--- src/rtl/alu_pkg.sv ---
`default_nettype none
// ============================================================================
//  Module  : alu_pkg
//  Purpose : Shared definitions for the 8-bit ALU and its multi-byte
//            sequencer: ALU op codes and the sequencer state encoding.
//  Ports   : none (package)
//  Rev     : 1.0  initial release
// ============================================================================
package alu_pkg;

   // ALU operation codes, shared by the ALU and the sequencer
   localparam logic [1:0] OP_ADD = 2'b00;
   localparam logic [1:0] OP_SUB = 2'b01;
   localparam logic [1:0] OP_OR  = 2'b10;
   localparam logic [1:0] OP_AND = 2'b11;

   // Sequencer control states
   typedef enum logic [1:0] {
      ST_IDLE = 2'd0,
      ST_RUN  = 2'd1,
      ST_DONE = 2'd2
   } seq_state_e;

endpackage
`default_nettype wire

--- src/rtl/alu_byte_sequencer.sv ---
`default_nettype none
// ============================================================================
//  Module  : alu_byte_sequencer
//  Purpose : Drives an external 8-bit ALU one byte per cycle (LSB first) to
//            perform NBYTES-wide add/subtract/OR/AND, chaining carry/borrow
//            between bytes and assembling the wide result.
//  Ports   : clk, rst          clock, synchronous active-high reset
//            start_i           request, sampled only in IDLE
//            op_code_i [2]     operation, latched with start
//            opa_i, opb_i [W]  wide operands, latched with start
//            c_in_i            initial carry/borrow, latched with start
//            busy_o            high while bytes are being processed
//            done_o            one-cycle completion pulse
//            result_o [W]      wide result, held until overwritten
//            c_out_o           final carry/borrow, held with result
//            alu_a_o, alu_b_o  byte operands to the ALU
//            alu_op_o, alu_cin_o  op code and carry/borrow to the ALU
//            alu_y_i, alu_cout_i  byte result and carry/borrow from the ALU
//  Rev     : 1.0  initial release
// ============================================================================
module alu_byte_sequencer
   import alu_pkg::*;
#(
   parameter int NBYTES = 4
)(
   input  logic                  clk,
   input  logic                  rst,
   input  logic                  start_i,
   input  logic [1:0]            op_code_i,
   input  logic [8*NBYTES-1:0]   opa_i,
   input  logic [8*NBYTES-1:0]   opb_i,
   input  logic                  c_in_i,
   output logic                  busy_o,
   output logic                  done_o,
   output logic [8*NBYTES-1:0]   result_o,
   output logic                  c_out_o,
   output logic [7:0]            alu_a_o,
   output logic [7:0]            alu_b_o,
   output logic [1:0]            alu_op_o,
   output logic                  alu_cin_o,
   input  logic [7:0]            alu_y_i,
   input  logic                  alu_cout_i
);

   localparam int            W      = 8 * NBYTES;
   localparam int            KW     = $clog2(NBYTES);
   localparam logic [KW-1:0] K_LAST = KW'(NBYTES - 1);

   seq_state_e     state_q,  state_d;
   logic [KW-1:0]  k_q,      k_d;
   logic [W-1:0]   opa_q,    opa_d;
   logic [W-1:0]   opb_q,    opb_d;
   logic [1:0]     op_q,     op_d;
   logic           carry_q,  carry_d;
   logic [W-1:0]   result_q, result_d;
   logic           c_out_q,  c_out_d;

   logic [7:0]     a_byte;
   logic [7:0]     b_byte;

   // Current byte of each latched operand, selected by k
   always_comb begin
      a_byte = 8'd0;
      b_byte = 8'd0;
      for (int b = 0; b < NBYTES; b++) begin
         if (k_q == KW'(b)) begin
            a_byte = opa_q[8*b +: 8];
            b_byte = opb_q[8*b +: 8];
         end
      end
   end

   // State register
   always_ff @(posedge clk) begin
      if (rst) begin
         state_q  <= ST_IDLE;
         k_q      <= '0;
         opa_q    <= '0;
         opb_q    <= '0;
         op_q     <= 2'b00;
         carry_q  <= 1'b0;
         result_q <= '0;
         c_out_q  <= 1'b0;
      end else begin
         state_q  <= state_d;
         k_q      <= k_d;
         opa_q    <= opa_d;
         opb_q    <= opb_d;
         op_q     <= op_d;
         carry_q  <= carry_d;
         result_q <= result_d;
         c_out_q  <= c_out_d;
      end
   end

   // Next-state and output logic
   always_comb begin
      state_d   = state_q;
      k_d       = k_q;
      opa_d     = opa_q;
      opb_d     = opb_q;
      op_d      = op_q;
      carry_d   = carry_q;
      result_d  = result_q;
      c_out_d   = c_out_q;
      busy_o    = 1'b0;
      done_o    = 1'b0;
      alu_a_o   = 8'd0;
      alu_b_o   = 8'd0;
      alu_op_o  = 2'b00;
      alu_cin_o = 1'b0;

      case (state_q)
         ST_IDLE: begin
            if (start_i) begin
               state_d = ST_RUN;
               k_d     = '0;
               opa_d   = opa_i;
               opb_d   = opb_i;
               op_d    = op_code_i;
               // The chain register doubles as the initial carry for byte 0,
               // so alu_cin is always taken from it during RUN.
               carry_d = c_in_i;
            end
         end

         ST_RUN: begin
            busy_o    = 1'b1;
            alu_a_o   = a_byte;
            alu_b_o   = b_byte;
            alu_op_o  = op_q;
            alu_cin_o = carry_q;
            carry_d   = alu_cout_i;
            for (int b = 0; b < NBYTES; b++) begin
               if (k_q == KW'(b)) begin
                  result_d[8*b +: 8] = alu_y_i;
               end
            end
            if (k_q == K_LAST) begin
               c_out_d = alu_cout_i;
               state_d = ST_DONE;
            end else begin
               k_d = k_q + 1'b1;
            end
         end

         ST_DONE: begin
            done_o  = 1'b1;
            state_d = ST_IDLE;
         end

         default: state_d = ST_IDLE;
      endcase
   end

   assign result_o = result_q;
   assign c_out_o  = c_out_q;

endmodule
`default_nettype wire
--- config.mk ---
export PLATFORM = sky130hd
export DESIGN_NAME = alu_byte_sequencer
export DESIGN_NICKNAME = d
export VERILOG_FILES = /design/src/rtl/alu_pkg.sv /design/src/rtl/alu_byte_sequencer.sv
export SDC_FILE = /design/constraint.sdc
export NUM_CORES = 1
export LEC_CHECK = 0
export ABC_AREA = 1
export CORE_ASPECT_RATIO = 1.2
export CORE_MARGIN = 3
export CORE_UTILIZATION = 47
export DETAILED_ROUTE_END_ITERATION = 8
export PLACE_DENSITY = 0.83
export SLEW_MARGIN = 20
export SYNTH_ARGS = -nofsm -noshare
export SYNTH_HDL_FRONTEND = slang
export SYNTH_SLANG_ARGS = --single-unit
--- constraint.sdc ---
create_clock -name clk -period 1.8 [get_ports clk]
set_input_delay 0.18 -clock clk [delete_from_list [all_inputs] [get_ports clk]]
set_output_delay 0.18 -clock clk [all_outputs]
set_load 0.05 [all_outputs]
==> summary.txt, run 1 <==
Critical path
  • Reg2reg path depth: 9
  • Setup crit start kind: register
  • CP delay by family, top: flip-flops
  • CP required: 1.62 ns
  • Crit Reg-Reg Startpoint: k_q[0]
  • Crit path cell chain: inv_6 > ha_4 > buf_4 > a21oi_4 > nand2_1 > nand2_1 > nand2_1 > buf_6
  • Crit path arrival time: 1.71 ns
  • Crit-path most repeated cell: nand2_1
  • R2R Setup Slk: 0.16 ns
  • Worst Path Buf+Inv: 3
  • FF-to-FF End: result_o[17]
  • Critical-path maximum fanout: 8
  • CP endpoint kind: output port
  • Slowest CP cell: dfxtp_4
  • CP max stage delay: 0.42 ns
  • Critical path type: reg2out

Timing
  • Setup Viol. Count Final: 16
  • Tightest Pin Transition: 0.550 ns
  • RSZ-0062 raised after global routing: yes
  • Final hold viol count: 0
  • Final critical-path setup slack: -0.0919 ns
  • Final min period: 1.89 ns
  • Fin Clk Skew: 0.00980 ns
  • Final Cycle Share: 105%
  • Fmax achieved: 529 MHz
  • Fin Hold WS: 0.411 ns
  • Fin Setup TNS: -0.721 ns
  • Worst slew margin: 63.2%
  • Final Max Slew Viols: 0

Logic synthesis
  • Post-Syn Area: 4360 um^2
  • Cell variety after synth: 22
  • Yosys warning total: 0
  • Mapped Nets: 703
  • Cells after Synth: 620
  • FF+latch count, synth: 104
  • Sequential share of the synthesized area: 47.8%
  • Syn Area/Cell: 7.03 um^2

Min path
  • Worst Hold Class: in2reg
  • Hold EP: opb_q[20]
  • HP Start: opb_i[20]
  • Hold path cells: 3

Floorplanning
  • Initial Util: 49.5%
  • Number of I/O pins: 133
  • Row count: 37
  • DIE AREA: 10500 um^2
  • Chip Height: 111 um
  • Die Width: 93.9 um
  • Core area: 8800 um^2

Pwr
  • Sw Share: 30.7%
  • Clock power share: 27.1%
  • Total power: 4970 uW
  • Internal power: 3440 uW
  • Power per standard cell area: 784 nW/um^2
  • Pleak: 0.00278 uW
  • Combinational share of power: 21.6%
  • Max VDD drop: 0.547 mV
  • NetSw: 1530 uW
  • Reg power frac: 51.3%

Final layout
  • Util after Layout: 72.0%
  • Diode count: 0
  • Area Overhead vs Synth: 45.4%
  • FF+latch area: 2090 um^2
  • Multi-input logic area: 2150 um^2
  • # fillers: 663
  • Share of cells above drive strength 1: 14.4%
  • Fin cells: 875
  • Final #Nets: 836

CTS
  • Max Buffers Root-to-Sink: 2
  • CTS Hold Buffers Added: 0
  • TritonCTS Sinks: 104
  • Worst skew pair latency: 0.38 ns
  • CTS buffer count: 9
  • CTS root buffer: clkbuf_8
  • TritonCTS clock tree: yes
  • Clk slew on worst S/H paths: 0.10 ns
  • CTS H-tree lvls: 3

Global route
  • Largest net degree at the start of global routing: 61
  • Gr ovfl total: 0
  • Total track usage: 26.2%
  • Initial antenna violation count: 0
  • Vias in the first global route: 4519
  • First-pass GRT wire length: 22000 um

Placement
  • Buffers on Ports: 132
  • GPL Wtd Cong: 0.820
  • Post-DP HPWL: 8860 um
  • Placed insts: 848

Route
  • Routed len/inst: 15.6 um
  • Drt via density: 5.21
  • Final ANT Viol Nets: 0
  • DR pass1 iterations: 6
  • Detailed-route via count: 4560
  • Drt initial violations: 250
  • Total detailed-routing wirelength: 13700 um
  • Post-route DRC: 0

Outcome
  • Failing checks: setup timing
  • Outcome: finished, violations left

Flow run
  • Max-cap violation count: 0
-- routing by layer --
| layer | routed length, um | GRT usage (%) | vias to the layer above |
|---|---|---|---|
| met5 | 0 | 0 | - |
| met1 | 5140 | 30.3 | 2075 |
| met3 | 1440 | 9.05 | 38 |
| met4 | 430 | 8.67 | 0 |
| met2 | 6660 | 45.0 | 218 |
| li1 | - | - | 2229 |
-- worst max path at each step --
stage	end	start	depth (start not counted)
2_1_floorplan	alu_a_o[0]	k_q[0]	9
4_1_cts	alu_a_o[0]	k_q[1]	8
6_report	alu_a_o[0]	k_q[0]	8
3_3_place_gp	alu_a_o[4]	k_q[0]	7
3_5_place_dp	result_o[21]	k_q[0]	8
5_1_grt	alu_a_o[0]	k_q[1]	8
-- layout by cell type, fill, tap and decap left out, types with 3 or more instances in the layout --
master and n:
a21oi_1 5, a21oi_2 12, buf_12 10, buf_4 13, buf_6 19, clkbuf_8 10, clkdlybuf4s50_1 109, clkinv_2 3
clkinv_4 3, dfxtp_1 101, ha_4 4, inv_1 11, inv_2 3, nand2_1 62, nand2_2 10, nand2_4 3
nand3_1 18, nor2_1 239, nor2_4 6, o21ai_0 94, o21ai_1 6
-- cells by family (layout without fill, tap and decap cells) --
family | after synthesis | count (layout) | synth area share [%]
simple gates | 339 | 341 | 30.9
compound gates | 118 | 118 | 13.6
flops | 104 | 104 | 47.8
buf+inv | 55 | 191 | 6.66
fa+ha+maj | 4 | 4 | 1.15
-- power groups by stage --
stage,Sequential (uW),Clock (uW),Combinational (uW)
3_3_place_gp,2580,0,969
5_1_grt,2570,1460,1170
3_5_place_dp,2590,0,987
2_1_floorplan,2660,0,503
4_1_cts,2540,1360,1050
6_report,2550,1340,1080
-- flip-flops by register name, summed over array words and instances, names as in the netlist --
name      flops
k_q           2
carry_q       1
state_q       2
opb_q        32
op_q          2
c_out_o       1
result_o     32
opa_q        32
-- Yosys cell counts, drive strengths merged --
| cell type | count | area, um^2 |
|---|---|---|
| inv | 17 | 63.8 |
| nor2 | 247 | 962 |
| nand4 | 1 | 6.26 |
| o21ai | 100 | 500 |
| dfxtp | 104 | 2080 |
| nand2 | 73 | 287 |
| clkinv | 2 | 7.51 |
| ha | 4 | 50.1 |
| buf | 17 | 140 |
| a21oi | 18 | 90.1 |
| clkbuf | 19 | 78.8 |
| nand3 | 18 | 90.1 |
-- per-stage QoR --
step,instance area [um^2],worst slack (ns)
CTS,6240,-0.0510
global placement,5780,0.233
floorplan,4360,0.0192
detailed placement,5780,0.142
global route,6340,-0.166
finish,6340,-0.0919
-- cell type report --
cell class / count / share of cell area [%]
Timing Repair Buffer: 156 / 26.6
Tap cell: 117 / 2.31
Clock buffer: 11 / 2.23
Clock inverter: 5 / 0.513
Sequential cell: 104 / 33.0
Multi-Input combinational cell: 463 / 33.9
Inverter: 19 / 1.44
-- worst min-delay path, cell delays in order --
cell and delay, ns:
clkdlybuf4s50_1 0.40, o21ai_1 0.13, nor2_1 0.04
-- what timing repair did --
action / in CTS / in global routing
setup endpoints to repair: 16 / 19
gates cloned: 4 / 1
pin swaps: 5 / 12
gates resized for setup: 59 / 24
buffers inserted: 6 / 1
hold endpoints to repair: 0 / 0
No activity file was read; power rests on OpenSTA's default activity.
==> run 2: changes to the inputs <==
--- a/constraint.sdc
+++ b/constraint.sdc
@@ -3,2 +3,2 @@
 set_output_delay 0.18 -clock clk [all_outputs]
-set_load 0.05 [all_outputs]
+set_load 0.1 [all_outputs]
==> summary.txt, run 2 (synthesis results as in run 1) <==
Floorplanning
  • Core area: 8800 um^2 (unchanged)
  • Chip Height: 111 um (unchanged)
  • Initial Util: 49.5% (unchanged)
  • DIE AREA: 10500 um^2 (unchanged)
  • Row count: 37 (unchanged)
  • Number of I/O pins: 133 (unchanged)
  • Die Width: 93.9 um (unchanged)

Final layout
  • Final #Nets: 835 (-0.12%)
  • Util after Layout: 77.2% (+5.2 points)
  • Share of cells above drive strength 1: 26.7% (+12 points)
  • Commonest non-fill, non-tap cell in the layout: nor2_1
  • # fillers: 595 (-10%)
  • Area Overhead vs Synth: 55.8%
  • Diode count: 0 (unchanged)
  • Commonest cells after routing, fill and taps aside: nor2_1 (227), dfxtp_1 (100), o21ai_0 (94)

Global route
  • Vias in the first global route: 4434 (-1.9%)
  • Gr ovfl total: 0 (unchanged)
  • Initial antenna violation count: 0 (unchanged)
  • Total track usage: 25.6% (-0.59 points)
  • First-pass GRT wire length: 21400 um (-2.4%)
  • Largest net degree at the start of global routing: 53 (-13%)

CTS
  • CTS root buffer: clkbuf_8
  • Worst skew pair latency: 0.37 ns (about the same)
  • TritonCTS clock tree: yes
  • CTS Hold Buffers Added: 0 (unchanged)
  • CTS buffer count: 9 (unchanged)
  • Max Buffers Root-to-Sink: 2 (unchanged)
  • CTS H-tree lvls: 3 (unchanged)
  • Clk slew on worst S/H paths: 0.09 ns (about the same)
  • TritonCTS Sinks: 104 (unchanged)

Route
  • Detailed-route via count: 4478 (-1.8%)
  • Drt via density: 5.12 (-1.7%)
  • Post-route DRC: 0 (unchanged)
  • DR pass1 iterations: 5 (-1)
  • Drt initial violations: 275 (+10%)
  • Routed len/inst: 16.0 um (+2.2%)
  • Total detailed-routing wirelength: 14000 um (+2.1%)
  • Final ANT Viol Nets: 0 (unchanged)

Timing
  • Final Max Slew Viols: 0 (unchanged)
  • Fmax achieved: 519 MHz (-1.8%)
  • Final Cycle Share: 107% (+1.9 points)
  • Fin Hold WS: 0.409 ns (-0.00282 ns)
  • Worst slew margin: 73.3% (+10 points)
  • Final min period: 1.93 ns (+0.0346 ns)
  • Setup Viol. Count Final: 16 (unchanged)
  • Tightest Pin Transition: 0.400 ns (-0.150 ns)
  • Final hold viol count: 0 (unchanged)
  • Final critical-path setup slack: -0.127 ns (-0.0346 ns)
  • RSZ-0062 raised after global routing: yes
  • Fin Clk Skew: 0.0130 ns (+0.00317 ns)
  • Fin Setup TNS: -1.57 ns (-0.844 ns)

Critical path
  • CP endpoint kind: output port
  • Setup crit start kind: register
  • CP delay by family, top: buffers and inverters
  • Crit path arrival time: 1.75 ns (+0.04 ns)
  • Critical path type: reg2out
  • Critical-path maximum fanout: 13 (+5)
  • Crit-path most repeated cell: buf_12
  • CP required: 1.62 ns (about the same)
  • Slowest CP cell: dfxtp_4
  • Crit path cell chain: ha_2 > inv_4 > nor2_4 > buf_12 > nand2_1 > nand2_4 > buf_12
  • Worst Path Buf+Inv: 3 (unchanged)
  • CP max stage delay: 0.40 ns (-0.02 ns)

Min path
  • Worst Hold Class: in2reg

Pwr
  • Power per standard cell area: 787 nW/um^2 (+0.40%)
  • Pleak: 0.00296 uW (+6.3%)
  • Total power: 5350 uW (+7.6%)
  • Max VDD drop: 0.537 mV (-1.8%)

Outcome
  • Outcome: finished, violations left
  • Failing checks: setup timing

Placement
  • Buffers on Ports: 132 (unchanged)
  • Post-DP HPWL: 9150 um (+3.3%)
  • GPL Wtd Cong: 0.827 (+0.84%)

Flow run
  • Max-cap violation count: 0 (unchanged)
## run 2: cell count changes in the layout (fill, tap and decap cells not counted), moves of 16 or more
cell,before,now
nand2_1,62,23
clkdlybuf4s50_1,109,78
buf_4,13,43
buf_12,10,28
nand2_2,10,27
buf_6,19,3
## run 2: final timing paths
path	start	to	slack, ns	depth (start not counted)
max reg2reg	k_q[1]	result_o[13]	0.16	9
min	rst	state_q[0]	0.41	2
max	k_q[1]	alu_b_o[7]	-0.13	7
min reg2reg	opb_q[23]	opb_q[23]	0.50	2
## run 2: repair_timing
| action | CTS | global route |
|---|---|---|
| resized for setup | 47 | 41 |
| hold endpoints to repair | 0 | 0 |
| setup endpoints to repair | 16 | 16 |
| buffers inserted | 4 | 2 |
| pin swaps | 15 | 34 |
| gates cloned | 3 | 2 |
## run 2: worst register-to-register path, delay by kind of cell, from the launching register on
family | cells | cell delay (ns)
fa+ha+maj | 1 | 0.18
buf+inv | 5 | 0.61
flops | 1 | 0.38
simple gates | 3 | 0.38
## run 2: power breakdown
part | switching [uW] | leakage [uW] | internal [uW]
registers | 100 | 0.000858 | 2450
clock network | 843 | 0.0000958 | 519
logic | 889 | 0.00200 | 546
total | 1830 | 0.00296 | 3510
## run 2: layout make-up
cell class	count	area (um^2)	share of cell area (%)
well taps	117	146	2.16
inverters	19	86.3	1.27
flip-flops and latches	104	2090	30.8
repair buffers	156	1790	26.4
multi-input cells	462	2500	36.8
clock inverters	7	53.8	0.792
clock buffers	9	124	1.82
## run 2: metrics by stage
step | std cells | area, um^2 | setup WS, ns
final | 874 | 6790 | -0.127
after detailed placement | 847 | 6170 | 0.112
after floorplan | 620 | 4620 | -0.224
after global placement | 847 | 6170 | 0.184
after global routing | 874 | 6790 | -0.184
after CTS | 870 | 6580 | -0.114
## run 2: metal layers
layer | vias up | GRT usage, % | wire [um]
met4 | 0 | 6.84 | 218
li1 | 2226 | - | -
met1 | 2053 | 30.7 | 5500
met2 | 179 | 44.6 | 7000
met5 | - | 0 | 0
met3 | 20 | 7.30 | 1230
==> run 3: changes to the inputs <==
- CORE_ASPECT_RATIO: 1.2 -> not set
==> summary.txt, run 3 (synthesis results as in run 1) <==
Global route
  • Largest net degree at the start of global routing: 104 (+96%)
  • Initial antenna violation count: 0 (unchanged)
  • First-pass GRT wire length: 21300 um (-0.58%)
  • Vias in the first global route: 4456 (+0.50%)
  • Gr ovfl total: 0 (unchanged)
  • Total track usage: 25.6% (about the same)

Route
  • Final ANT Viol Nets: 0 (unchanged)
  • Post-route DRC: 0 (unchanged)
  • Total detailed-routing wirelength: 14100 um (+0.71%)
  • Detailed-route via count: 4643 (+3.7%)
  • Drt via density: 5.34 (+4.3%)
  • Routed len/inst: 16.2 um (+1.3%)
  • Drt initial violations: 221 (-20%)
  • DR pass1 iterations: 5 (unchanged)

Critical path
  • Slowest CP cell: dfxtp_4
  • Critical-path maximum fanout: 8 (-5)
  • CP endpoint kind: output port
  • Reg2reg path depth: 10 (+1)
  • Setup crit start kind: register
  • CP max stage delay: 0.41 ns (about the same)
  • FF-to-FF End: result_o[9]
  • Critical path type: reg2out
  • Crit Reg-Reg Startpoint: k_q[1]
  • R2R Setup Slk: 0.10 ns (-0.06 ns)
  • Crit path cell chain: inv_4 > ha_4 > inv_6 > clkbuf_16 > nor2_1 > nor2_2 > nand2_2 > nand2_8 > buf_12
  • Worst Path Buf+Inv: 4 (+1)
  • Crit path arrival time: 1.74 ns (about the same)
  • CP required: 1.62 ns (about the same)
  • CP delay by family, top: buffers and inverters

CTS
  • CTS buffer count: 9 (unchanged)
  • Max Buffers Root-to-Sink: 2 (unchanged)
  • TritonCTS Sinks: 104 (unchanged)
  • Worst skew pair latency: 0.37 ns (about the same)
  • CTS Hold Buffers Added: 0 (unchanged)
  • CTS H-tree lvls: 3 (unchanged)
  • Clk slew on worst S/H paths: 0.10 ns (about the same)
  • TritonCTS clock tree: yes
  • CTS root buffer: clkbuf_8

Timing
  • Final critical-path setup slack: -0.120 ns (+0.00673 ns)
  • RSZ-0062 raised after global routing: yes
  • Tightest Pin Transition: 0.359 ns (-0.0412 ns)
  • Fmax achieved: 521 MHz (+0.35%)
  • Worst slew margin: 76.0% (+2.7 points)
  • Final hold viol count: 0 (unchanged)
  • Setup Viol. Count Final: 16 (unchanged)
  • Final min period: 1.92 ns (-0.00673 ns)
  • Fin Clk Skew: 0.0127 ns (-0.000310 ns)
  • Final Cycle Share: 107% (-0.37 points)
  • Final Max Slew Viols: 0 (unchanged)

Final layout
  • Commonest non-fill, non-tap cell in the layout: nor2_1
  • Util after Layout: 76.1% (-1.1 points)
  • Area Overhead vs Synth: 54.6%
  • Share of cells above drive strength 1: 25.5% (-1.2 points)
  • Final #Nets: 839 (+0.48%)
  • Diode count: 0 (unchanged)
  • # fillers: 605 (+1.7%)
  • Commonest cells after routing, fill and taps aside: nor2_1 (225), dfxtp_1 (100), o21ai_0 (94)

Pwr
  • Max VDD drop: 0.572 mV (+6.5%)
  • Total power: 5480 uW (+2.5%)
  • Pleak: 0.00293 uW (-0.93%)
  • Power per standard cell area: 813 nW/um^2 (+3.3%)

Min path
  • Hold path cells: 3 (+1)
  • Hold EP: opb_q[14]
  • Worst Hold Class: in2reg
  • HP Start: opb_i[14]

Floorplanning
  • Core area: 8850 um^2 (+0.60%)
  • Row count: 34 (-8.1%)
  • Die Width: 102 um (+8.9%)
  • Chip Height: 102 um (-8.2%)
  • Number of I/O pins: 133 (unchanged)
  • DIE AREA: 10500 um^2 (about the same)
  • Initial Util: 49.3% (-0.29 points)

Placement
  • Buffers on Ports: 132 (unchanged)
  • GPL Wtd Cong: 0.776 (-6.2%)
  • Post-DP HPWL: 8990 um (-1.7%)

Flow run
  • Max-cap violation count: 0 (unchanged)

Outcome
  • Failing checks: setup timing
  • Outcome: finished, violations left
[run 3: how the worst max path moves through the flow]
stage,startpoint,end,slack [ns],depth (start not counted)
after floorplan,state_q[1],alu_cin_o,-0.22,3
after global placement,k_q[1],alu_a_o[4],0.22,9
after detailed placement,k_q[1],alu_a_o[1],0.13,9
after CTS,k_q[0],alu_a_o[6],-0.09,8
after global routing,k_q[0],alu_a_o[3],-0.18,9
final,k_q[0],alu_a_o[3],-0.12,9
[run 3: tightest hold or removal path, stage by stage]
cell and delay [ns]:
clkdlybuf4s50_1 0.40, o21ai_1 0.12, nor2_1 0.04
[run 3: per-layer routing]
metal  GRT usage [%]  part of all wire [%]
met5               0                     0
met4            6.26                   2.6
met3            7.51                   9.3
met2            44.6                    49
met1            31.2                    39
[run 3: area by class of cell]
type | instances | area [um^2] | share of cell area, %
well taps | 108 | 135 | 2.01
inverters | 19 | 85.1 | 1.26
flip-flops and latches | 104 | 2090 | 31.1
clock inverters | 6 | 75.1 | 1.11
multi-input cells | 461 | 2400 | 35.6
repair buffers | 161 | 1810 | 26.9
clock buffers | 10 | 138 | 2.04
[run 3: through the flow]
stage	cell area, um^2	instances	hold slack [ns]	setup slack [ns]	setup TNS, ns
finish	6740	869	0.418	-0.120	-1.42
global route	6740	869	0.418	-0.180	-2.53
CTS	6630	865	0.409	-0.0893	-1.08
detailed placement	6180	842	0.475	0.134	0
global placement	6180	842	0.464	0.216	0
floorplan	4620	620	0.243	-0.224	-0.857
[run 3: repair_timing]
item / CTS / global route
resized for setup: 53 / 16
setup buffers: 6 / 2
pin swaps: 20 / 24
cloned: 1 / 2
endpoints found under the setup margin: 16 / 16
hold endpoints to repair: 0 / 0
[run 3: where the power goes]
part           switching, uW  total [uW]  internal (uW)
clock                    840        1540            701
sequential               102        2550           2450
combinational            865        1390            523
